[src/rtl/control_unit.sv]
// Sequencer that steps each opcode through LOAD/EXEC/WRITE/DONE and parks in HALT on 4'hF.
// Optional CU_INSTR_COUNT_EN adds an 8-bit completed-instruction counter on Instr_count.
module control_unit (
    input  logic       Clk,
    input  logic       Reset,
    input  logic [3:0] IRCU,
    input  logic       Start,
    output logic       Aload,
    output logic       Bload,
    output logic       ANSload,
    output logic       A_select,
    output logic       B_select,
    output logic [1:0] select_mode,
    output logic       Busy,
    output logic       Done,
    output logic       Halted
`ifdef CU_INSTR_COUNT_EN
    ,
    output logic [7:0] Instr_count
`endif
);

    localparam int unsigned OP_W  = 4;
    localparam int unsigned SEL_W = 2;
    localparam logic [OP_W-1:0] OP_HALT = 4'hF;

    typedef enum logic [2:0] {
        S_IDLE  = 3'd0,
        S_LOAD  = 3'd1,
        S_EXEC  = 3'd2,
        S_WRITE = 3'd3,
        S_DONE  = 3'd4,
        S_HALT  = 3'd5
    } state_e;

    state_e            state_q, state_d;
    logic [OP_W-1:0]   op_q, op_d;

    logic              aload_q, aload_d;
    logic              bload_q, bload_d;
    logic              ansload_q, ansload_d;
    logic              a_sel_q, a_sel_d;
    logic              b_sel_q, b_sel_d;
    logic [SEL_W-1:0]  mode_q, mode_d;
    logic              busy_q, busy_d;
    logic              done_q, done_d;
    logic              halted_q, halted_d;

    // State and latched opcode
    always_ff @(posedge Clk or negedge Reset) begin
        if (!Reset) begin
            state_q <= S_IDLE;
            op_q    <= '0;
        end else begin
            state_q <= state_d;
            op_q    <= op_d;
        end
    end

    // Next state, opcode latch, and Moore output decode of the upcoming state
    always_comb begin
        state_d   = state_q;
        op_d      = op_q;
        aload_d   = 1'b0;
        bload_d   = 1'b0;
        ansload_d = 1'b0;
        a_sel_d   = 1'b0;
        b_sel_d   = 1'b0;
        mode_d    = '0;
        busy_d    = 1'b0;
        done_d    = 1'b0;
        halted_d  = 1'b0;

        case (state_q)
            S_IDLE: begin
                if (Start) begin
                    if (IRCU == OP_HALT) begin
                        state_d = S_HALT;
                    end else begin
                        op_d    = IRCU;
                        state_d = S_LOAD;
                    end
                end
            end
            S_LOAD:  state_d = S_EXEC;
            S_EXEC:  state_d = S_WRITE;
            S_WRITE: state_d = S_DONE;
            S_DONE:  state_d = S_IDLE;
            S_HALT:  state_d = S_HALT;
            default: state_d = S_IDLE;
        endcase

        case (state_d)
            S_LOAD: begin
                aload_d = 1'b1;
                bload_d = 1'b1;
                busy_d  = 1'b1;
            end
            S_EXEC: begin
                busy_d = 1'b1;
            end
            S_WRITE: begin
                ansload_d = 1'b1;
                busy_d    = 1'b1;
            end
            S_DONE: begin
                done_d = 1'b1;
                busy_d = 1'b1;
            end
            S_HALT: begin
                halted_d = 1'b1;
            end
            default: begin
                busy_d = 1'b0;
            end
        endcase

        // Operand and ALU selects follow the latched opcode only while datapath is active
        if ((state_d == S_LOAD) || (state_d == S_EXEC) || (state_d == S_WRITE)) begin
            mode_d  = op_d[SEL_W-1:0];
            a_sel_d = op_d[2];
            b_sel_d = op_d[3];
        end
    end

    // Registered outputs; reset clears them without waiting for a clock edge
    always_ff @(posedge Clk or negedge Reset) begin
        if (!Reset) begin
            aload_q   <= 1'b0;
            bload_q   <= 1'b0;
            ansload_q <= 1'b0;
            a_sel_q   <= 1'b0;
            b_sel_q   <= 1'b0;
            mode_q    <= '0;
            busy_q    <= 1'b0;
            done_q    <= 1'b0;
            halted_q  <= 1'b0;
        end else begin
            aload_q   <= aload_d;
            bload_q   <= bload_d;
            ansload_q <= ansload_d;
            a_sel_q   <= a_sel_d;
            b_sel_q   <= b_sel_d;
            mode_q    <= mode_d;
            busy_q    <= busy_d;
            done_q    <= done_d;
            halted_q  <= halted_d;
        end
    end

    assign Aload       = aload_q;
    assign Bload       = bload_q;
    assign ANSload     = ansload_q;
    assign A_select    = a_sel_q;
    assign B_select    = b_sel_q;
    assign select_mode = mode_q;
    assign Busy        = busy_q;
    assign Done        = done_q;
    assign Halted      = halted_q;

`ifdef CU_INSTR_COUNT_EN
    localparam int unsigned CNT_W = 8;

    logic [CNT_W-1:0] cnt_q, cnt_d;

    // Count entries into DONE; HALT never reaches DONE so it is not counted
    always_comb begin
        cnt_d = cnt_q;
        if ((state_d == S_DONE) && (state_q != S_DONE)) begin
            cnt_d = cnt_q + CNT_W'(1);
        end
    end

    always_ff @(posedge Clk or negedge Reset) begin
        if (!Reset) begin
            cnt_q <= '0;
        end else begin
            cnt_q <= cnt_d;
        end
    end

    assign Instr_count = cnt_q;
`endif

endmodule
[config.mk]
export PLATFORM = sky130hd
export DESIGN_NAME = control_unit
export DESIGN_NICKNAME = d
export VERILOG_FILES = /design/src/rtl/control_unit.sv
export SDC_FILE = /design/constraint.sdc
export NUM_CORES = 1
export LEC_CHECK = 0
export CORE_UTILIZATION = 48
export CTS_CLUSTER_SIZE = 30
export DETAILED_ROUTE_END_ITERATION = 16
export PLACE_DENSITY_LB_ADDON = 0.15
export REMOVE_ABC_BUFFERS = 1
export SYNTH_ARGS = -nofsm -noshare
export SYNTH_HDL_FRONTEND = slang
export SYNTH_SLANG_ARGS = --single-unit
[constraint.sdc]
create_clock -name Clk -period 4 [get_ports Clk]
set_clock_uncertainty 0.1 [all_clocks]
set_input_delay 0.6 -clock Clk [delete_from_list [all_inputs] [get_ports Clk]]
set_output_delay 0.6 -clock Clk [all_outputs]
set_load 0.01 [all_outputs]
==> results.md <==
* Status: finished, final reports clean
* Top-area cell type share of the netlist area at 0.618
* Arrival time worst endpoint at about 2 ns
* Crit-path max cell delay at about 0.6 ns
* Layout cells sized above 1 at 0.0959
* ANT cells at 0
* Total power at approximately 280 uW
* CTS root buf: clkbuf_4
* ANT nets after route at 0
* Fin crit share at 0.505
* RSZ-0062 raised after global routing: false
* CTS HTree Levels at 1
* DP Wirelength at approximately 830 um
* Final wirelength at roughly 1100 um
* Wire length per cell at between 10 and 15 um
* Relative slew slack at 0.556
* Via count at roughly 460
* First-pass GRT wire length at about 1800 um
* Worst R2R Start: state_q[1]
* Cell Area, Placed at 797 um^2
* Vias in the first global route at roughly 390
* Gr usage total at 0.192
* CP cell instances: clkdlybuf4s50_1 -> nand4_1 -> a211oi_1 -> nor4_1
* Setup TNS Final at 0 ns
* Pwr/cell area at ~340 nW/um^2
* Post-Syn Instances at between 50 and 60
* Mapped Area at between 600 and 700 um^2
* Req. time, crit path at between 4 and 5 ns
* Die Span Y at 38.7 um
* Routed wl met3 at about 51 um
* Max Fclk at between 0.4 and 0.5 GHz
* Most frequent cells in the layout: dfrtp_1, clkdlybuf4s50_1, nor2_1, a21oi_1
* Final Max Slew Viols at 0
* CP delay by family, top: compound AO/OA/AOI/OAI gates
* Pre-antenna DRT Iters at 4
* RR Endpoint: Halted
* Number of setup violations in the final report at 0
* DR iter-0 viols at 8
* Top Layer Used: met4
* Pin count of the biggest net entering global routing at 17
* XOR/XNOR Fraction of Synth Area at 0.0270
* Kind of critical path: primary input to flip-flop
* Core footprint at 1190 um^2
* Worst Path Max Fanout at 7
* Final Hold Vio Count at 0
* Io pins at 17
* Worst skew pair latency at 0.29 ns
* Worst-path clk slew at 0.08 ns
* Largest family of logic cells by synthesized area: simple AND/OR/NAND/NOR gates
* # clock sinks at 16
* Simple-Gate Fraction of Synth Area at 0.230
* Cts bufs inserted at 3
* Compound-Gate Fraction of Synth Area at 0.0811
* CTS Hold Bufs at 0
* Multiplexer share of the synthesized area at 0
* CP max stage cell: a211oi_1
* Post-layout util at 0.703
* Post-synthesis adder-cell area fraction at 0
* Crit start category: primary input
* Die area at ~1500 um^2
* Leakage power at roughly 0.00035 uW
* Number of synthesized register bits at 16
* Worst Tran Pin Value at 0.664 ns
* Area growth, synth to finish at 28.6%
* Area contributors post-synth: dfrtp_1, nor2_1, a21oi_1, nor4_1, a221oi_2
* Maxcap violations at 0
* Final nets at 81
* Wl on met1 at between 400 and 500 um
* DRC viols at 0
* CTS tree: yes
* Fin area at between 800 and 900 um^2
* Row cnt at 12
* CP bufs+invs at 1
* Met2 routed WL at ~540 um
* Sequential share of the synthesized area at 0.618
* Synth warn at 0
* Initial antenna violation count at 0
* Initial Util at 0.546
* Mapped Avg Cell Area at about 11 um^2
* Routability Congestion at 0.808
* CP Capture Type: flip-flop
* WP depth at 4
* Minimum clock period at 2.02 ns
* R2R cell count at 3
* DR vias/cell at 5.28
* Worst hold path type: flip-flop to flip-flop
* Largest area contributor in the netlist: dfrtp_1
* Reg2reg setup slack at between 2 and 2.5 ns
* Crit path from: IRCU[2]
* # port buffers at 16
* Resized Gates After CTS at 0
* Unique cell type count in the Yosys netlist at 20
* Setup bufs post-CTS at 0
* Die span in x at roughly 39 um
* Crit path capture: B_select
* Peak VDD IR at about 230 uV
* Global route overflow at 0
* CTS Buffer Depth at 2
-- worst reg2reg max path, stage by stage, from the launching register on --
cell,delay (ns)
dfrtp_1,0.50
or4b_4,0.61
or2_1,0.27
a221oi_2,0.21
-- logic make-up (layout without fill, tap and decap cells) --
kind of cell,Yosys count,in the layout
AO/OA/AOI/OAI,8,8
buffers and inverters,4,20
flip-flops,16,16
XOR/XNOR,2,2
AND/OR/NAND/NOR,27,27
-- worst min-delay path by stage --
| stage | startpoint | slack (ns) | depth (start not counted) | end |
|---|---|---|---|---|
| detailed placement | op_q[0] | 0.40 | 2 | op_q[0] |
| global placement | op_q[1] | 0.40 | 2 | op_q[1] |
| global route | op_q[0] | 0.45 | 2 | op_q[0] |
| finish | op_q[0] | 0.41 | 2 | op_q[0] |
| floorplan | Reset | 0.20 | 0 | ANSload |
| CTS | op_q[0] | 0.42 | 2 | op_q[0] |
-- cells in the mapped netlist --
| master | count |
|---|---|
| nor4b_2 | 1 |
| or4b_4 | 1 |
| nand3b_1 | 1 |
| a21oi_1 | 5 |
| buf_2 | 2 |
| nand4_1 | 1 |
| a221oi_2 | 1 |
| nand2_1 | 4 |
| a211oi_1 | 1 |
| xnor2_1 | 1 |
| nor2_1 | 11 |
| dfrtp_1 | 16 |
| xor2_1 | 1 |
| o21ai_0 | 1 |
| nand2b_1 | 1 |
| buf_6 | 1 |
| or2_1 | 1 |
| nor4_1 | 4 |
| and2_1 | 2 |
| buf_4 | 1 |
-- routing by layer --
metal	vias up	global-route usage
met2	16	0.283
met4	0	0.129
li1	231	-
met5	-	0
met3	2	0.0520
met1	210	0.244
-- state kept, by name, indices dropped and copies added (netlist names) --
register     flops
ANSload          1
A_select         1
B_select         1
Bload            1
Busy             1
Done             1
Halted           1
op_q             4
select_mode      2
state_q          3
-- through the flow --
stage               setup WS, ns  instances  hold WS (ns)
floorplan                   2.29         53         0.204
global placement            1.72         83         0.399
detailed placement          1.70         83         0.396
CTS                         2.00         87         0.418
global route                1.88         87         0.448
finish                      1.98         87         0.407
-- final cells by class --
type	count	area (um^2)
Multi-Input combinational cell	37	219
Timing Repair Buffer	16	160
Clock buffer	4	36.3
Fill cell	99	353
Tap cell	14	17.5
Sequential cell	16	400
-- report_power, final --
| group | internal (uW) | switching (uW) | total (uW) |
|---|---|---|---|
| registers | 164 | 0.657 | 165 |
| logic | 7.01 | 7.08 | 14.1 |
| clock network | 55.5 | 48.9 | 104 |
Note: power is estimated with default switching activity, not from simulation.
